### src/rtl/tempsense_sar_ctrl.sv
// Successive-approximation sequencer for the temperature-dependent delay cell.
// Define TEMPSENSE_SAR_AVG_EN to average four back-to-back conversions per start.
module tempsense_sar_ctrl #(
   parameter int unsigned N_VDAC      = 6,
   parameter int unsigned MEAS_CYCLES = 2
) (
   input  logic                      clk,
   input  logic                      reset,
   input  logic                      start,
   input  logic                      temp_delay,
   output logic                      tempsens_en,
   output logic [N_VDAC-1:0]         tempsens_dat,
   output logic                      tempsens_measure,
   output logic                      busy,
   output logic                      done,
   output logic [N_VDAC-1:0]         result,
   output logic [$clog2(N_VDAC)-1:0] bit_idx
);

   localparam int unsigned BW = $clog2(N_VDAC);
   localparam int unsigned CW = $clog2(MEAS_CYCLES);
   localparam logic [BW-1:0] BIT_TOP  = BW'(N_VDAC - 1);
   localparam logic [CW-1:0] CNT_LAST = CW'(MEAS_CYCLES - 1);

   typedef enum logic [2:0] {
      S_IDLE,
      S_PRECHARGE,
      S_TRANSITION,
      S_MEASURE,
      S_EVALUATE,
      S_DONE
   } state_t;

   state_t            state_q, state_d;
   logic [N_VDAC-1:0] trial_q, trial_d;
   logic [N_VDAC-1:0] result_q, result_d;
   logic [BW-1:0]     bit_q, bit_d;
   logic [CW-1:0]     cnt_q, cnt_d;
   logic              td_meta_q, td_s_q;
`ifdef TEMPSENSE_SAR_AVG_EN
   logic [N_VDAC+1:0] acc_q, acc_d;
   logic [1:0]        run_q, run_d;
`endif

   always_ff @(posedge clk) begin
      if (reset) begin
         state_q   <= S_IDLE;
         trial_q   <= '0;
         result_q  <= '0;
         bit_q     <= BIT_TOP;
         cnt_q     <= '0;
         td_meta_q <= 1'b0;
         td_s_q    <= 1'b0;
`ifdef TEMPSENSE_SAR_AVG_EN
         acc_q     <= '0;
         run_q     <= '0;
`endif
      end else begin
         state_q   <= state_d;
         trial_q   <= trial_d;
         result_q  <= result_d;
         bit_q     <= bit_d;
         cnt_q     <= cnt_d;
         td_meta_q <= temp_delay;
         td_s_q    <= td_meta_q;
`ifdef TEMPSENSE_SAR_AVG_EN
         acc_q     <= acc_d;
         run_q     <= run_d;
`endif
      end
   end

   always_comb begin
      state_d          = state_q;
      trial_d          = trial_q;
      result_d         = result_q;
      bit_d            = bit_q;
      cnt_d            = cnt_q;
`ifdef TEMPSENSE_SAR_AVG_EN
      acc_d            = acc_q;
      run_d            = run_q;
`endif
      tempsens_en      = 1'b0;
      tempsens_dat     = '1;
      tempsens_measure = 1'b0;
      busy             = 1'b0;
      done             = 1'b0;

      case (state_q)
         S_IDLE: begin
            if (start) begin
               state_d             = S_PRECHARGE;
               bit_d               = BIT_TOP;
               trial_d             = '0;
               trial_d[N_VDAC-1]   = 1'b1;
`ifdef TEMPSENSE_SAR_AVG_EN
               acc_d               = '0;
               run_d               = '0;
`endif
            end
         end
         S_PRECHARGE: begin
            tempsens_en = 1'b1;
            busy        = 1'b1;
            state_d     = S_TRANSITION;
         end
         S_TRANSITION: begin
            tempsens_en      = 1'b1;
            tempsens_dat     = '0;
            tempsens_measure = 1'b1;
            busy             = 1'b1;
            cnt_d            = '0;
            state_d          = S_MEASURE;
         end
         S_MEASURE: begin
            tempsens_en      = 1'b1;
            tempsens_dat     = trial_q;
            tempsens_measure = 1'b1;
            busy             = 1'b1;
            if (cnt_q == CNT_LAST) state_d = S_EVALUATE;
            else                   cnt_d   = cnt_q + CW'(1);
         end
         S_EVALUATE: begin
            tempsens_en      = 1'b1;
            tempsens_dat     = trial_q;
            tempsens_measure = 1'b1;
            busy             = 1'b1;
            if (!td_s_q) trial_d[bit_q] = 1'b0;
            if (bit_q != '0) begin
               bit_d                   = bit_q - BW'(1);
               trial_d[bit_q - BW'(1)] = 1'b1;
               state_d                 = S_PRECHARGE;
            end else begin
`ifdef TEMPSENSE_SAR_AVG_EN
               // Fold the finished code in before reseeding the trial for the next run.
               acc_d = acc_q + {2'b00, trial_d};
               if (run_q == 2'd3) begin
                  result_d = acc_d[N_VDAC+1:2];
                  state_d  = S_DONE;
               end else begin
                  run_d             = run_q + 2'd1;
                  bit_d             = BIT_TOP;
                  trial_d           = '0;
                  trial_d[N_VDAC-1] = 1'b1;
                  state_d           = S_PRECHARGE;
               end
`else
               result_d = trial_d;
               state_d  = S_DONE;
`endif
            end
         end
         S_DONE: begin
            done    = 1'b1;
            state_d = S_IDLE;
         end
         default: state_d = S_IDLE;
      endcase
   end

   assign result  = result_q;
   assign bit_idx = bit_q;

endmodule
### config.mk
export PLATFORM = sky130hd
export DESIGN_NAME = tempsense_sar_ctrl
export DESIGN_NICKNAME = d
export VERILOG_FILES = /design/src/rtl/tempsense_sar_ctrl.sv
export SDC_FILE = /design/constraint.sdc
export NUM_CORES = 1
export LEC_CHECK = 0
export ABC_AREA = 1
export CORE_MARGIN = 10
export CORE_UTILIZATION = 42
export CTS_BUF_LIST = sky130_fd_sc_hd__clkbuf_16
export DETAILED_ROUTE_END_ITERATION = 7
export PLACE_DENSITY = 0.68
export SKIP_CTS_REPAIR_TIMING = 1
export SLEW_MARGIN = 10
export SYNTH_ARGS = -nofsm -noshare
export SYNTH_HDL_FRONTEND = slang
export SYNTH_SLANG_ARGS = --single-unit
### constraint.sdc
create_clock -name clk -period 2 [get_ports clk]
set_input_delay 0.2 -clock clk [delete_from_list [all_inputs] [get_ports clk]]
set_output_delay 0.2 -clock clk [all_outputs]
set_load 0.02 [all_outputs]
==> results of run 1 <==
## through the flow
stage	area, um2	total power [uW]	hold slack [ns]	setup TNS [ns]	setup slack, ns
6_report	1426	1286	0.4108	0	0.1342
5_1_grt	1426	1356	0.4508	0	0.001612
4_1_cts	1404	1308	0.4170	-1.241	-0.1701
3_5_place_dp	1321	873.5	0.4080	0	0.1081
3_3_place_gp	1321	868.5	0.3896	0	0.1590
2_1_floorplan	1064	721.1	0.3070	0	0.3628
## Yosys cell counts
library cell and count:
nand2_1 52, dfxtp_1 21, inv_1 18, a21oi_1 16, nor2_1 12, nand3_1 10
o21ai_0 5, o21ai_1 4, nor2_4 3, ha_1 2, inv_2 2, o21ai_2 2
buf_4 1, buf_6 1, clkbuf_1 1, nand2_2 1, nand2_4 1, nand3b_1 1
nor3_1 1, o211ai_1 1, o21ai_4 1
## final timing paths
check,from,endpoint,cells past startpoint
worst min-delay path,td_meta_q$_SDFF_PP0_,td_s_q$_SDFF_PP0_,2
worst min register to register,td_meta_q$_SDFF_PP0_,td_s_q$_SDFF_PP0_,2
worst max-delay path,state_q[2]$_SDFFE_PP0P_,done,3
worst max register to register,bit_idx[1]$_SDFFE_PP0P_,trial_q[2]$_SDFFE_PP0P_,9
## routing by layer
layer / GRT usage / part of all wire / vias up / routed length [um]
met4: 0.02632 / 0.0069 / 0 / 18
li1: - / - / 544 / -
met2: 0.1737 / 0.46 / 18 / 1219
met3: 0.04944 / 0.072 / 2 / 189
met5: 0 / 0 / - / 0
met1: 0.1230 / 0.46 / 462 / 1198
## final cells by class
type,count,area [um2],area share
inverter,20,75.07,0.05263
clock inverter,1,7.507,0.005263
timing repair buffer,25,265.3,0.1860
multi-input combinational,112,545.5,0.3825
clock buffer,3,75.07,0.05263
sequential,21,420.4,0.2947
tap,30,37.54,0.02632
## power groups by stage
stage | clock network, uW | logic, uW | registers, uW
global placement | 0 | 399 | 470
CTS | 441 | 405 | 461
global route | 456 | 435 | 465
finish | 433 | 392 | 461
detailed placement | 0 | 403 | 470
floorplan | 0 | 240 | 482
## cells by family after synthesis
kind of cell	count (synthesis)	share of synthesized area
AO/OA/AOI/OAI	29	0.1565
adder cells (fa/ha/maj)	2	0.02353
buffers and inverters	23	0.09176
flip-flops	21	0.3953
AND/OR/NAND/NOR	81	0.3329
## registers in the layout, indices dropped and copies added, names as in the netlist
signal and flops:
result 6, td_meta_q 1, td_s_q 1, state_q 3, bit_idx 3, cnt_q 1, trial_q 6
## critical path: cells and delay by family (launching register included)
family | cells | cell delay (ns)
buffers and inverters | 2 | 0.79
DFF | 1 | 0.46
and+or+nand+nor | 1 | 0.15
==> impl_metrics.tcl, run 1 <==
set metrics [dict create \
    cap_viol_max_count 0 \
    ys_types 21 \
    mostFrequentLayoutCells "nand2_1, dfxtp_1, inv_1, a21oi_1, clkdlybuf4s50_1" \
    ir_drop_uv 777.5 \
    finish.utilization 0.5810 \
    period_needed_ns 1.866 \
    tightestPinTransition_ns 0.3156 \
    clk_pin_slew_ns 0.06 \
    slowest_stage "clkdlybuf4s50_1" \
    port_buffers 22 \
    setup_viol 0 \
    ys_warn_count 0 \
    synth_top_area_frac 0.3953 \
    avgSynthCellArea_um2 6.817 \
    rows 18 \
    cts_tree "built" \
    max_freq_ghz 0.5360 \
    synth_area_mm2 0.001064 \
    grt_max_degree 14 \
    intPower_uw 866.9 \
    run_status "finished clean" \
    r2r_slack_ns 0.46 \
    clk_path_buf_depth 2 \
    core_area_mm2 0.002455 \
    seq_area_frac_synth 0.3953 \
    power_density_mw_per_mm2 901.6 \
    critical-path-max-stage-delay_ns 0.63 \
    syn-num-nets 162 \
    endpoint_kind "output port" \
    final_cells 212 \
    synthTopCellsByArea "dfxtp_1, nand2_1, a21oi_1" \
    post-route-period-util 0.9329 \
    dp_cells 208 \
    synthCells 156 \
    via_per_inst 4.840 \
    drt_wl_total_mm 2.624 \
    relSlewSlack 0.7896 \
    antenna_found_initial 0 \
    power.net_switching_uw 419.2 \
    vias 1026 \
    cts_made_buffers 3 \
    clock_sinks 21 \
    cp_cell_sequence "inv_1 -> nor3_1 -> clkdlybuf4s50_1" \
    grt_overflow_total 0 \
    drtAntennaViolNets 0 \
    finClkSkew_ns 0.003541 \
    pwr-share-comb 0.305 \
    layout-drive-gt1-share 0.09341 \
    die_y_um 70.32 \
    p_seq_frac 0.359 \
    first_pass_iters 6 \
    grt_usage 0.1069 \
    io_pins 23 \
    grt_pass1_vias 999 \
    slew_viol_final 0 \
    cp_max_fo 6 \
    antenna_cells 0 \
    synth_seq_cells 21 \
    h-tree-depth 1 \
    cts-root-buf "clkbuf_16" \
    p_sw_frac 0.3260 \
    grt_pass1_wl_mm 4.464 \
    die_x_um 70.32 \
    drtIter0Drc 74 \
    rsz0062_at_grt "no" \
    critPathLaunchType "register" \
    num-fill-cells 237 \
    synthToLayoutAreaGrowth_pct 34.12 \
    initial_utilization 0.4332 \
    p_leak_uw 0.0006719 \
    die_area_mm2 0.004945 \
    nets 189 \
    hpwl_mm 2.079 \
    critPathArrivalTime_ns 1.67 \
    clockPowerShare 0.336 \
    place.gp.congestion 0.8857 \
    worst_ep_required_time_ns 1.80 \
    drc_errors 0 \
    yosys.area.top_type "dfxtp_1" \
    layout_commonest_cell "nand2_1" \
    setup.worst_path.class "register to output port" \
    clk_latency_ns 0.26 \
    hold_path.class "register to register" \
    final_hold_viol_count 0 \
    wire_per_inst_um 12.38 \
]
No activity file was read; power rests on OpenSTA's default activity.
==> inputs of run 2 (changes only) <==
--- a/config.mk
+++ b/config.mk
@@ -10,7 +10,7 @@
 export CORE_UTILIZATION = 42
 export CTS_BUF_LIST = sky130_fd_sc_hd__clkbuf_16
 export DETAILED_ROUTE_END_ITERATION = 7
-export PLACE_DENSITY = 0.68
+export PLACE_DENSITY_LB_ADDON = 0.15
 export SKIP_CTS_REPAIR_TIMING = 1
 export SLEW_MARGIN = 10
 export SYNTH_ARGS = -nofsm -noshare
==> impl_metrics.tcl, run 2 (synthesized netlist as in run 1, its figures left out) <==
set metrics [dict create \
    layout_commonest_cell "nand2_1" \
    critPathLaunchType "register" \
    grt_max_degree 13 \
    rows 18 \
    power_density_mw_per_mm2 889.4 \
    cts-root-buf "clkbuf_16" \
    mostFrequentLayoutCells "nand2_1, dfxtp_1, inv_1, a21oi_1" \
    layout-drive-gt1-share 0.09341 \
    cp_cell_sequence "inv_1 -> nor2_4 -> nand2_1 -> nand2_2 -> inv_2 -> o21ai_4 -> nand2_1 -> dlymetal6s2s_1" \
    power.net_switching_uw 404.0 \
    placed_area_mm2 0.001321 \
    grt_overflow_total 0 \
    wire_per_inst_um 12.02 \
    slew_viol_final 0 \
    cts_tree "built" \
    first_pass_iters 4 \
    critPathArrivalTime_ns 1.58 \
    port_buffers 22 \
    clockPowerShare 0.328 \
    worst_ep_required_time_ns 1.80 \
    p_leak_uw 0.0006944 \
    setup.worst_path.class "register to output port" \
    rsz0062_at_grt "no" \
    cap_viol_max_count 0 \
    fin_area_mm2 0.001426 \
    post-route-period-util 0.8902 \
    die_area_mm2 0.004945 \
    pwr-share-comb 0.308 \
    cpMostUsedCell "nand2_1" \
    die_x_um 70.32 \
    place.gp.congestion 0.9263 \
    p_seq_frac 0.364 \
    relSlewSlack 0.7797 \
    h-tree-depth 1 \
    grt_pass1_wl_mm 4.374 \
    clock_sinks 21 \
    vias 1048 \
    die_y_um 70.32 \
    antenna_cells 0 \
    core_area_mm2 0.002455 \
    clk_path_buf_depth 2 \
    endpoint_kind "output port" \
    finish.utilization 0.5810 \
    clk_latency_ns 0.25 \
    setup_viol 0 \
    cts_made_buffers 3 \
    io_pins 23 \
    critical_path_buf_inv_count 3 \
    period_needed_ns 1.780 \
    cp_max_fo 7 \
    ir_drop_uv 698.9 \
    max_freq_ghz 0.5617 \
    grt_usage 0.1039 \
    drtIter0Drc 100 \
    slowest_stage "dfxtp_1" \
    nets 189 \
    p_sw_frac 0.3184 \
    final_hold_viol_count 0 \
    fin_tns_setup_ns 0 \
    antenna_found_initial 0 \
    run_status "finished clean" \
    drc_errors 0 \
    drtAntennaViolNets 0 \
    drt_wl_total_mm 2.549 \
    hpwl_mm 2.072 \
    num-fill-cells 240 \
    grt_pass1_vias 960 \
    via_per_inst 4.943 \
    clk_pin_slew_ns 0.06 \
    intPower_uw 864.7 \
    hold_path.class "register to register" \
    critical-path-max-stage-delay_ns 0.41 \
    fin_hold_ws_ns 0.4021 \
    tightestPinTransition_ns 0.3304 \
    finClkSkew_ns 0.003466 \
    synthToLayoutAreaGrowth_pct 34.12 \
    cp_top_family "simple AND/OR/NAND/NOR gates" \
    initial_utilization 0.4332 \
]
==> run 2: power groups by stage <==
stage	clock network (uW)	logic [uW]	registers (uW)
6_report	416	390	462
5_1_grt	442	429	465
4_1_cts	427	403	462
3_5_place_dp	0	401	471
3_3_place_gp	0	397	470
2_1_floorplan	0	240	482
==> run 2: metrics by stage <==
| step | instances | power, uW | worst slack, ns |
|---|---|---|---|
| after floorplan | 156 | 721.1 | 0.3628 |
| after global placement | 208 | 867.2 | 0.1701 |
| after detailed placement | 208 | 871.7 | 0.1273 |
| after CTS | 212 | 1293 | -0.1588 |
| after global routing | 212 | 1337 | 0.01743 |
| final | 212 | 1269 | 0.2197 |
==> run 2: worst reg2reg max path, cell delays in order (launching register included) <==
cell and delay (ns):
dfxtp_1 0.37, inv_1 0.09, ha_1 0.19, ha_1 0.29
inv_1 0.08, nor2_1 0.14, nand3_1 0.09, nand2_1 0.08
nand2_1 0.05, a21oi_1 0.11
==> run 2: routing by layer <==
layer | vias to the layer above | part of all wire | track usage
li1 | 548 | - | -
met1 | 474 | 0.46 | 0.1177
met2 | 22 | 0.47 | 0.1717
met3 | 4 | 0.056 | 0.03814
met4 | 0 | 0.015 | 0.03947
met5 | - | 0 | 0
==> run 2: path summary, 6_finish.rpt <==
path / slack (ns) / cells after the start / endpoint / from
worst min-delay path: 0.40 / 2 / td_s_q$_SDFF_PP0_ / td_meta_q$_SDFF_PP0_
worst max-delay path: 0.22 / 8 / tempsens_dat[3] / state_q[1]$_SDFFE_PP0P_
worst max register to register: 0.44 / 9 / trial_q[2]$_SDFFE_PP0P_ / bit_idx[1]$_SDFFE_PP0P_
worst min register to register: 0.40 / 2 / td_s_q$_SDFF_PP0_ / td_meta_q$_SDFF_PP0_
==> run 2: layout make-up <==
type	instances	area (um2)	area share
Multi-Input combinational cell	112	545.5	0.3825
Tap cell	30	37.54	0.02632
Clock inverter	1	5.005	0.003509
Timing Repair Buffer	25	267.8	0.1877
Sequential cell	21	420.4	0.2947
Inverter	20	75.07	0.05263
Clock buffer	3	75.07	0.05263
